## src/rtl/seg_scan_mux_pkg.sv

```systemverilog
`default_nettype none
// +--------------------------------------------------------------------------+
// | seg_scan_mux_pkg                                                         |
// | Seven-segment patterns and active-low polarity constants for the scanner |
// | Revision: 1.0                                                            |
// +--------------------------------------------------------------------------+
package seg_scan_mux_pkg;

    // Patterns are {g,f,e,d,c,b,a}, a 0 lights the segment
    localparam logic [6:0] SEG_0   = 7'h40;
    localparam logic [6:0] SEG_1   = 7'h79;
    localparam logic [6:0] SEG_2   = 7'h24;
    localparam logic [6:0] SEG_3   = 7'h30;
    localparam logic [6:0] SEG_4   = 7'h19;
    localparam logic [6:0] SEG_5   = 7'h12;
    localparam logic [6:0] SEG_6   = 7'h02;
    localparam logic [6:0] SEG_7   = 7'h78;
    localparam logic [6:0] SEG_8   = 7'h00;
    localparam logic [6:0] SEG_9   = 7'h10;
    localparam logic [6:0] SEG_A   = 7'h08;
    localparam logic [6:0] SEG_B   = 7'h03;
    localparam logic [6:0] SEG_C   = 7'h46;
    localparam logic [6:0] SEG_D   = 7'h21;
    localparam logic [6:0] SEG_E   = 7'h06;
    localparam logic [6:0] SEG_F   = 7'h0E;
    localparam logic [6:0] SEG_OFF = 7'h7F;

    localparam logic AN_ON  = 1'b0;
    localparam logic AN_OFF = 1'b1;
    localparam logic DP_ON  = 1'b0;
    localparam logic DP_OFF = 1'b1;

endpackage
`default_nettype wire

```

## src/rtl/seg_scan_mux_if.sv

```systemverilog
`default_nettype none
// +--------------------------------------------------------------------------+
// | seg_scan_mux_if                                                          |
// | Update bus and display pin bundle for the seven-segment scanner          |
// | Revision: 1.0                                                            |
// +--------------------------------------------------------------------------+
interface seg_scan_mux_if #(
    parameter int N_DIGITS = 4
);
    logic [4*N_DIGITS-1:0] din;
    logic [N_DIGITS-1:0]   dp_in;
    logic [N_DIGITS-1:0]   blank_in;
    logic                  upd;
    logic                  pending;
    logic [N_DIGITS-1:0]   an;
    logic [6:0]            seg;
    logic                  dp;
    logic                  frame_start;

    modport master (
        output din, dp_in, blank_in, upd,
        input  pending, an, seg, dp, frame_start
    );

    modport slave (
        input  din, dp_in, blank_in, upd,
        output pending, an, seg, dp, frame_start
    );
endinterface
`default_nettype wire

```

## src/rtl/seg_scan_mux_hex7seg_dec.sv

```systemverilog
`default_nettype none
// +--------------------------------------------------------------------------+
// | hex7seg_dec                                                              |
// | Combinational hex digit to active-low seven-segment decoder              |
// | Revision: 1.0                                                            |
// +--------------------------------------------------------------------------+
module hex7seg_dec
    import seg_scan_mux_pkg::*;
(
    input  logic [3:0] i_digit,
    output logic [6:0] o_seg
);

    always_comb begin
        o_seg = SEG_OFF;
        case (i_digit)
            4'h0: o_seg = SEG_0;
            4'h1: o_seg = SEG_1;
            4'h2: o_seg = SEG_2;
            4'h3: o_seg = SEG_3;
            4'h4: o_seg = SEG_4;
            4'h5: o_seg = SEG_5;
            4'h6: o_seg = SEG_6;
            4'h7: o_seg = SEG_7;
            4'h8: o_seg = SEG_8;
            4'h9: o_seg = SEG_9;
            4'hA: o_seg = SEG_A;
            4'hB: o_seg = SEG_B;
            4'hC: o_seg = SEG_C;
            4'hD: o_seg = SEG_D;
            4'hE: o_seg = SEG_E;
            4'hF: o_seg = SEG_F;
            default: o_seg = SEG_OFF;
        endcase
    end

endmodule
`default_nettype wire

```

## src/rtl/seg_scan_mux.sv

```systemverilog
`default_nettype none
// +--------------------------------------------------------------------------+
// | seg_scan_mux                                                             |
// | Double-buffered, time-multiplexed N-digit seven-segment scan driver.     |
// | Optional SEG_SCAN_LZ_BLANK_EN adds leading-zero blanking.                |
// | Revision: 1.0                                                            |
// +--------------------------------------------------------------------------+
module seg_scan_mux
    import seg_scan_mux_pkg::*;
#(
    parameter int N_DIGITS     = 4,
    parameter int REFRESH_DIV  = 50000,
    parameter int GUARD_CYCLES = 16
) (
    input  logic         clk,
    input  logic         reset,
    seg_scan_mux_if.slave sif
);

    localparam int PW = $clog2(REFRESH_DIV);
    localparam int IW = $clog2(N_DIGITS);
    localparam logic [PW-1:0] PRESC_LAST = PW'(REFRESH_DIV - 1);
    localparam logic [PW-1:0] GUARD      = PW'(GUARD_CYCLES);
    localparam logic [IW-1:0] IDX_LAST   = IW'(N_DIGITS - 1);

    logic [PW-1:0]         r_presc;
    logic [IW-1:0]         r_idx;
    logic [4*N_DIGITS-1:0] r_act_din, r_pnd_din;
    logic [N_DIGITS-1:0]   r_act_dp, r_pnd_dp;
    logic [N_DIGITS-1:0]   r_act_blank, r_pnd_blank;
    logic                  r_pending;
    logic [N_DIGITS-1:0]   r_an;
    logic [6:0]            r_seg;
    logic                  r_dp;
    logic                  r_frame_start;

    logic                  w_terminal;
    logic                  w_boundary;
    logic [3:0]            w_digit;
    logic [6:0]            w_seg;
    logic [N_DIGITS-1:0]   w_lz_blank;
    logic [N_DIGITS-1:0]   w_blank_vec;
    logic                  w_blank;
    logic [N_DIGITS-1:0]   w_an_sel;

    assign w_terminal = (r_presc == PRESC_LAST);
    assign w_boundary = w_terminal && (r_idx == IDX_LAST);

    always_ff @(posedge clk or posedge reset) begin
        if (reset) begin
            r_presc <= '0;
            r_idx   <= '0;
        end else if (w_terminal) begin
            r_presc <= '0;
            r_idx   <= (r_idx == IDX_LAST) ? '0 : r_idx + 1'b1;
        end else begin
            r_presc <= r_presc + 1'b1;
        end
    end

    // Active data only moves at the frame boundary; an upd landing on the
    // boundary bypasses the shadow so the newest value is never lost.
    always_ff @(posedge clk or posedge reset) begin
        if (reset) begin
            r_act_din   <= '0;
            r_act_dp    <= '0;
            r_act_blank <= '0;
            r_pnd_din   <= '0;
            r_pnd_dp    <= '0;
            r_pnd_blank <= '0;
            r_pending   <= 1'b0;
        end else if (w_boundary) begin
            if (sif.upd) begin
                r_act_din   <= sif.din;
                r_act_dp    <= sif.dp_in;
                r_act_blank <= sif.blank_in;
            end else if (r_pending) begin
                r_act_din   <= r_pnd_din;
                r_act_dp    <= r_pnd_dp;
                r_act_blank <= r_pnd_blank;
            end
            r_pending <= 1'b0;
        end else if (sif.upd) begin
            r_pnd_din   <= sif.din;
            r_pnd_dp    <= sif.dp_in;
            r_pnd_blank <= sif.blank_in;
            r_pending   <= 1'b1;
        end
    end

`ifdef SEG_SCAN_LZ_BLANK_EN
    logic w_lz_run;

    // Zero digits from the MSB down go dark until a nonzero digit or a lit dp
    always_comb begin
        w_lz_blank = '0;
        w_lz_run   = 1'b1;
        for (int i = N_DIGITS - 1; i >= 1; i--) begin
            w_lz_run      = w_lz_run & (r_act_din[4*i +: 4] == 4'h0) & ~r_act_dp[i];
            w_lz_blank[i] = w_lz_run;
        end
    end
`else
    assign w_lz_blank = '0;
`endif

    assign w_blank_vec = r_act_blank | w_lz_blank;
    assign w_blank     = w_blank_vec[r_idx];
    assign w_digit     = 4'(r_act_din >> {r_idx, 2'b00});
    assign w_an_sel    = ~(N_DIGITS'(1) << r_idx);

    hex7seg_dec u_dec (
        .i_digit (w_digit),
        .o_seg   (w_seg)
    );

    always_ff @(posedge clk or posedge reset) begin
        if (reset) begin
            r_an          <= {N_DIGITS{AN_OFF}};
            r_seg         <= SEG_OFF;
            r_dp          <= DP_OFF;
            r_frame_start <= 1'b0;
        end else begin
            r_frame_start <= w_boundary;
            if (w_blank) begin
                r_an  <= {N_DIGITS{AN_OFF}};
                r_seg <= SEG_OFF;
                r_dp  <= DP_OFF;
            end else begin
                r_an  <= (r_presc < GUARD) ? {N_DIGITS{AN_OFF}} : w_an_sel;
                r_seg <= w_seg;
                r_dp  <= r_act_dp[r_idx] ? DP_ON : DP_OFF;
            end
        end
    end

    assign sif.pending     = r_pending;
    assign sif.an          = r_an;
    assign sif.seg         = r_seg;
    assign sif.dp          = r_dp;
    assign sif.frame_start = r_frame_start;

endmodule
`default_nettype wire

```

## src/flat_wrapper.sv

```systemverilog
// flat-port wrapper written by rule: the top's interface ports become plain ports
module seg_scan_mux_flat import seg_scan_mux_pkg::*;
#(
    parameter int N_DIGITS     = 4,
    parameter int REFRESH_DIV  = 50000,
    parameter int GUARD_CYCLES = 16
)
  (clk, reset, sif_din, sif_dp_in, sif_blank_in, sif_upd, sif_pending, sif_an, sif_seg, sif_dp, sif_frame_start);
  seg_scan_mux_if #(.N_DIGITS(N_DIGITS)) sif_i ();
  input  logic clk;
  input  logic reset;
  input wire logic [$bits(sif_i.din)-1:0] sif_din;
  input wire logic [$bits(sif_i.dp_in)-1:0] sif_dp_in;
  input wire logic [$bits(sif_i.blank_in)-1:0] sif_blank_in;
  input wire logic [$bits(sif_i.upd)-1:0] sif_upd;
  output wire logic [$bits(sif_i.pending)-1:0] sif_pending;
  output wire logic [$bits(sif_i.an)-1:0] sif_an;
  output wire logic [$bits(sif_i.seg)-1:0] sif_seg;
  output wire logic [$bits(sif_i.dp)-1:0] sif_dp;
  output wire logic [$bits(sif_i.frame_start)-1:0] sif_frame_start;
  assign sif_i.din = sif_din;
  assign sif_i.dp_in = sif_dp_in;
  assign sif_i.blank_in = sif_blank_in;
  assign sif_i.upd = sif_upd;
  assign sif_pending = sif_i.pending;
  assign sif_an = sif_i.an;
  assign sif_seg = sif_i.seg;
  assign sif_dp = sif_i.dp;
  assign sif_frame_start = sif_i.frame_start;
  seg_scan_mux #(.N_DIGITS(N_DIGITS), .REFRESH_DIV(REFRESH_DIV), .GUARD_CYCLES(GUARD_CYCLES)) u_core (.clk(clk), .reset(reset), .sif(sif_i));
endmodule
```

## config.mk

```make
export PLATFORM = sky130hd
export DESIGN_NAME = seg_scan_mux_flat
export DESIGN_NICKNAME = d
export VERILOG_FILES = /design/src/rtl/seg_scan_mux_pkg.sv /design/src/rtl/seg_scan_mux_if.sv /design/src/rtl/seg_scan_mux_hex7seg_dec.sv /design/src/rtl/seg_scan_mux.sv /design/src/flat_wrapper.sv
export SDC_FILE = /design/constraint.sdc
export NUM_CORES = 1
export LEC_CHECK = 0
export ABC_AREA = 1
export CORE_MARGIN = 2
export CORE_UTILIZATION = 42
export CTS_CLUSTER_DIAMETER = 60
export CTS_CLUSTER_SIZE = 10
export DETAILED_ROUTE_END_ITERATION = 10
export PLACE_DENSITY = 0.71
export SLEW_MARGIN = 20
export SYNTH_ARGS = -nofsm -noshare
export SYNTH_HDL_FRONTEND = slang
export SYNTH_SLANG_ARGS = --single-unit
```

## constraint.sdc

```tcl
create_clock -name clk -period 4 [get_ports clk]
set_clock_uncertainty 0.15 [all_clocks]
set_input_delay 1.2 -clock clk [delete_from_list [all_inputs] [get_ports clk]]
set_output_delay 1.2 -clock clk [all_outputs]
set_load 0.03 [all_outputs]
```

Word level (Yosys, flattened, before mapping) --
Memory sizes are Yosys's and may differ from the RTL's. Index checks and enable logic that the tools add are counted.
Storage, ports and cells: flip-flop bits (word level) 80, bits in latches 0, output and inout port bits 14, input bits 27, word-level logic and storage cells 48, RAM bits 0, bits in read-only memories 112, memories kept 1
Operators by class: muxes and demuxes 19, divide/modulo/power cells 0, reductions and logical operators 5, shift operators 2, equality and inequality tests 2, bitwise operators 2, multiply operators 0, $lt $le $gt $ge 2, add/subtract/negate cells 2
Memories:
- (name not given) | depth 16, width 7, read ports 1, clocked after memory_dff 0, write ports 0, RTL line seg_scan_mux_hex7seg_dec.sv:16 | case (i_digit)
Operators with widths (number):
- $mux 16 | 3
- $mux 4 | 6
- $add 16x1->16 const B | 1
- $eq 16x16->1 const B | 1
- $lt 16x5->1 const B | 1
- $shr 16x4->4 | 1
- $mux 7 | 1
- $mux 1 | 6
- $bmux 1 s2 | 2
- $not 4->4 | 1
- $reduce_and 2->1 | 2
- $reduce_bool 2->1 | 2
- $shl 1x2->4 const A | 1
- $lt 2x3->1 const B | 1
- $add 2x1->2 const B | 1
- $eq 2x2->1 const B | 1
- $mux 2 | 1
- $logic_and 1x1->1 | 1
- $not 1->1 | 1

Depth between registers and ports, before layout --
depth after elaboration 4, mapped depth 11, depth with buffers taken out 10

By module --
Synthesis repeated with hierarchy kept, for this count alone.
Second synthesis, totals: cells, all modules 548, area, all modules 4195.3 sq um
Modules (own cells, without submodules):
- seg_scan_mux | sequential area each 2016.9 sq um, area an instance 3921.3 sq um, times used 1, cells each 499
- hex7seg_dec | sequential area each 0.0 sq um, area an instance 274.0 sq um, times used 1, cells each 49

Worst setup path after synthesis --
OpenSTA, ideal clock, no wires.
path kind input to register, from input port sif_upd, to register u_core.r_act_dp[0], buffers on the path 2, path slack 1.733 ns, required time 3.784 ns, arrival 2.050 ns, stages on the path 6, cells stage by stage or2_2 -> buf_2 -> nand4_2 -> buf_2 -> nand2_1 -> nand2_1
On the way: word-level cells in the longest chain between the ends 2, elaborated cells between the ends (all ways) 3, classes of those cells 1 x mux; 2 x reduce/logical
RTL lines:
- from (decl) | RTL line flat_wrapper.sv:15 | input wire logic [$bits(sif_i.upd)-1:0] sif_upd;
- $reduce_bool 2->1 (no source line)
- $reduce_and 2->1 (no source line)
- to (signal assigned) | RTL line seg_scan_mux.sv:75 | r_act_dp <= sif.dp_in;
- to (signal assigned) | RTL line seg_scan_mux.sv:79 | r_act_dp <= r_pnd_dp;
- to (decl) | RTL line seg_scan_mux.sv:29 | logic [N_DIGITS-1:0] r_act_dp, r_pnd_dp;
Several ways; a longest one is shown, not always the timed one. A chain may end at the register's enable or synchronous reset.

Worst setup path after layout --
from register u_core.r_an[0] (netlist: u_core.sif.an[0]), to output port sif_an[0]
RTL lines:
- from (decl) | RTL line seg_scan_mux.sv:32 | logic [N_DIGITS-1:0] r_an;
- from (signal assigned) | RTL line seg_scan_mux.sv:119 | r_an <= {N_DIGITS{AN_OFF}};
- from (signal assigned) | RTL line seg_scan_mux.sv:126 | r_an <= {N_DIGITS{AN_OFF}};
- from (signal assigned) | RTL line seg_scan_mux.sv:130 | r_an <= (r_presc < GUARD) ? {N_DIGITS{AN_OFF}} : w_an_sel;
- to (decl) | RTL line flat_wrapper.sv:17 | output wire logic [$bits(sif_i.an)-1:0] sif_an;
No word-level cell between the ends.

==> results summary <==
The count of nets left with antenna violations after detail routing is 0. The maximum resistive drop on vdd is between 0.2 and 0.25 mV. The number of resized instances in the post-cts repair step came out at 0. The run finished with clean final reports. After detailed routing, the total wire length is ~8600 um. At the pin with the least slew margin, the transition time is between 700 and 800 ps. In the routed design, unresolved DRC markers number 0. The total core area came out at 0.00973 sq mm. Using the TritonRoute via totals, the vias-per-cell ratio works out to 4.89.

The total count of max-transition violations in the final report is 0. In the synthesized netlist the dominant register cell turns out to be sky130_fd_sc_hd__dfrtp_1. Measured along the y axis, the die boundary spans between 100 and 150 um. The standard-cell row count is 36. The tool flagged a number of max-cap violations equal to 0. The final-stage net count came out at 611. Setup repair after global routing left no endpoint under its margin. The latest clock arrival within the worst-skew pair is ~360 ps. Setup violations remaining at the end of the flow were counted as 0. The required time of the critical path is approximately 2700 ps.

For this design the static power due to leakage is about 2.4 nW. The total nets after synthesis is roughly 580. The data arrival at the endpoint of the critical path came out at 1540 ps.

The fraction of the mapped netlist area in compound gates is 4.61%. The smallest hold slack is roughly 320 ps. Global routing finished with a remaining overflow of 0. The peak fanout along the critical path is 1.

The detailed-router iteration count before antenna repair came out at 5. The cell count after synthesis came out at approximately 540. The final clock period utilization by the worst path is between 70% and 80%. The simple-gate share of the synthesized area is 34.2%. The effective utilization at floorplan came out at 43.0%.

TritonCTS built the clock tree. The worst setup path is captured at an output pin. After detailed routing, the average wire length per cell comes to approximately 12 um. The synthesized design spends more area on one cell type than any other, namely sky130_fd_sc_hd__dfrtp_1. The netlist area before placement came out at about 0.0042 sq mm. The initial antenna violation count came out at 0. Sorting the synthesized cells by area gives the leading types as sky130_fd_sc_hd__dfrtp_1 41%, sky130_fd_sc_hd__nand2_1 17%, sky130_fd_sc_hd__dfstp_2 7.5%.

The tree is rooted in a sky130_fd_sc_hd__clkbuf_8. The number of setup buffers added after CTS is 0. In this run, CTS created clock tree buffers numbering 9. The gate family responsible for the most delay along the worst path is buffers and inverters. The endpoint identified for the worst register-to-register timing path is u_core.sif.seg[5]. The placed cell area came out at between 0.004 and 0.005 sq mm. For this run, the total global-route usage over all layers was measured as 17.2%. The deepest clock path buffer count is 2. Counting flops and latches in the post-synthesis netlist gives 80. The library cell with the highest instance count after synthesis is sky130_fd_sc_hd__nand2_1. The power per unit of standard cell area is 300 mW/mm^2.

The worst setup slack for register-to-register paths came out at ~1800 ps. The depth of the worst register-to-register path came out at 10. The mux share of post-synthesis cell area came out at 0%. The launch point of the worst reg-to-reg path is u_core.r_idx[0]. The post-layout instance area came out at 0.00483 sq mm. The final count of hold timing violations is 0. The number of synthesized flops with an enable pin is 0. The share of synthesized area in the top cell type comes to roughly two fifths. Headroom to the max-slew limit came out at roughly half. The smallest clock period supported by the final layout is computed as about 2900 ps. The post-synthesis sequential area ratio is between 40% and 50%. The synthesized netlist devotes under 10% of its cell area to XOR and XNOR gates.

The average instance in the mapped netlist occupies just under 8 sq um. The floorplan die width came out at around 100 um. The total of hold buffers inserted after clock tree synthesis came out at 0.

Among all stages on the critical path, the largest delay is contributed by sky130_fd_sc_hd__clkdlybuf4s50_1. The clock tree synthesis step divided the H-tree into 3 levels. The worst setup path is launched from a register. The total number of yosys warnings came out at 0. In this run the count of I/O pins placed on the die edge is 41. Counting instances, the worst hold path has a depth of 1. The number of different library cells in the post-synthesis netlist came out at 30.

The buffering stage count on the worst path with inverters included is 1. In this run the most critical hold path is launched from u_core.r_presc[0]. After synthesis, the largest family of logic cells by area is simple AND/OR/NAND/NOR gates.

The maximum number of pins on one net before global-route repair is 74. The HPWL after detailed placement is just under 6000 um. The path class of the tightest hold or removal check is register to register. Relative to the synthesized area, the layout overhead comes to 15.4%. By count the netlist is led by 187 x sky130_fd_sc_hd__nand2_1, 68 x sky130_fd_sc_hd__dfrtp_1, 63 x sky130_fd_sc_hd__nand3_1, 50 x sky130_fd_sc_hd__inv_1, 36 x sky130_fd_sc_hd__nor2_1. At the end of routability-driven placement, the weighted congestion stood at between 0.8 and 0.9. The peak per-stage delay on the critical path is around 660 ps. The detailed router's first-iteration violation count came out at between 150 and 200. The quantity of I/O buffers inserted on ports is 40. The critical path is of the register to output pin type. In the final timing run, aggregate negative setup slack is 0 ps. The CTS clock-pin slew for the worst setup and hold paths is around 80 ps. The share of post-route cells with drive strength above 1 came out at between 7 and 8%.

The number of sinks driven by the clock tree is 80. The fraction of the mapped netlist area in adder cells came out at between 3 and 4%. The number of global-route vias before repair is roughly 3300. The count of antenna diodes in the layout is 0.

Walking the worst path, the cells encountered are clkdlybuf4s50_1. The maximum clock rate is 346 MHz. The worst hold path terminates at u_core.r_presc[0]. The first-pass GRT wire length is 15300 um.

The detailed router placed around 3500 vias in this run. Of all flip-flops after synthesis, the portion carrying an async set or reset was 100%. The overall die area is between 0.01 and 0.015 sq mm.
-- power by group --
part / switching, W / total (W) / internal [W]
registers: 0.0000111 / 0.000842 / 0.000830
logic: 0.0000611 / 0.000108 / 0.0000468
clock network: 0.000275 / 0.000500 / 0.000225
-- worst max path at each step --
stage               slack [ps]  depth (start not counted)              from               endpoint
floorplan                  620                          1             reset  u_core.r_act_blank[0]
global placement          1250                          5           sif_upd   u_core.r_act_din[15]
detailed placement        1150                          5           sif_upd     u_core.r_act_dp[2]
CTS                       1100                          1  u_core.sif.an[0]              sif_an[0]
global route              1070                          1  u_core.sif.an[0]              sif_an[0]
finish                    1110                          1  u_core.sif.an[0]              sif_an[0]
-- per-stage QoR --
stage / setup WS [ps] / total power, W / util [%] / std cells
floorplan: 618 / 0.000918 / - / 541
global placement: 1250 / 0.000962 / 48.0 / 695
detailed placement: 1150 / 0.000967 / 48.0 / 695
CTS: 1100 / 0.00147 / 49.6 / 711
global route: 1070 / 0.00152 / 49.6 / 711
finish: 1110 / 0.00145 / 49.6 / 711
-- area by class of cell --
class / count / area (sq um)
Sequential cell: 80 / 2020
Inverter: 54 / 203
Timing Repair Buffer: 46 / 453
Clock inverter: 2 / 10.0
Tap cell: 133 / 166
Clock buffer: 14 / 143
Multi-Input combinational cell: 382 / 1840
Fill cell: 969 / 4900
-- worst reg2reg max path, delay by kind of cell, from the launching register on --
| family | cells | cell delay (ps) |
|---|---|---|
| AND/OR/NAND/NOR | 7 | 740 |
| adder cells (fa/ha/maj) | 1 | 220 |
| flip-flops | 1 | 660 |
| buffers and inverters | 2 | 370 |
-- logic make-up after synthesis --
logic type	count (synthesis)
flip-flops	80
XOR/XNOR	8
adder cells (fa/ha/maj)	11
AO/OA/AOI/OAI	37
buffers and inverters	79
AND/OR/NAND/NOR	326
-- sequential cells by signal, indices dropped and copies added (netlist names) --
name	flops
u_core.r_act_din	16
u_core.sif.dp	1
u_core.sif.an	4
u_core.r_idx	2
u_core.r_act_dp	4
u_core.sif.pending	1
u_core.r_pnd_din	16
u_core.r_act_blank	4
u_core.sif.seg	7
u_core.r_presc	16
u_core.r_pnd_blank	4
u_core.r_pnd_dp	4
u_core.sif.frame_start	1
-- placed cells by master, fill, tap and decap left out, types with 3 or more instances in the layout --
| cell type | count |
|---|---|
| sky130_fd_sc_hd__buf_4 | 5 |
| sky130_fd_sc_hd__nand2_1 | 187 |
| sky130_fd_sc_hd__xor2_1 | 8 |
| sky130_fd_sc_hd__dfrtp_1 | 68 |
| sky130_fd_sc_hd__inv_1 | 49 |
| sky130_fd_sc_hd__inv_2 | 4 |
| sky130_fd_sc_hd__nand3_1 | 63 |
| sky130_fd_sc_hd__clkbuf_8 | 9 |
| sky130_fd_sc_hd__nand4_1 | 26 |
| sky130_fd_sc_hd__dfstp_2 | 12 |
| sky130_fd_sc_hd__ha_1 | 11 |
| sky130_fd_sc_hd__nor3_1 | 4 |
| sky130_fd_sc_hd__o21ai_0 | 29 |
| sky130_fd_sc_hd__a21oi_1 | 3 |
| sky130_fd_sc_hd__nor2_1 | 36 |
| sky130_fd_sc_hd__nor2_4 | 3 |
| sky130_fd_sc_hd__clkbuf_1 | 5 |
| sky130_fd_sc_hd__clkdlybuf4s50_1 | 39 |
-- per-layer routing --
metal / wire (um) / track usage [%] / vias to the layer above / share of wire (%)
met1: 4330 / 23.7 / 1595 / 50
met4: 95 / 5.12 / 0 / 1.1
met5: 0 / 0 / - / 0
met3: 402 / 4.15 / 12 / 4.7
li1: - / - / 1795 / -
met2: 3780 / 27.1 / 77 / 44
Power figures use the tool's default switching activity.
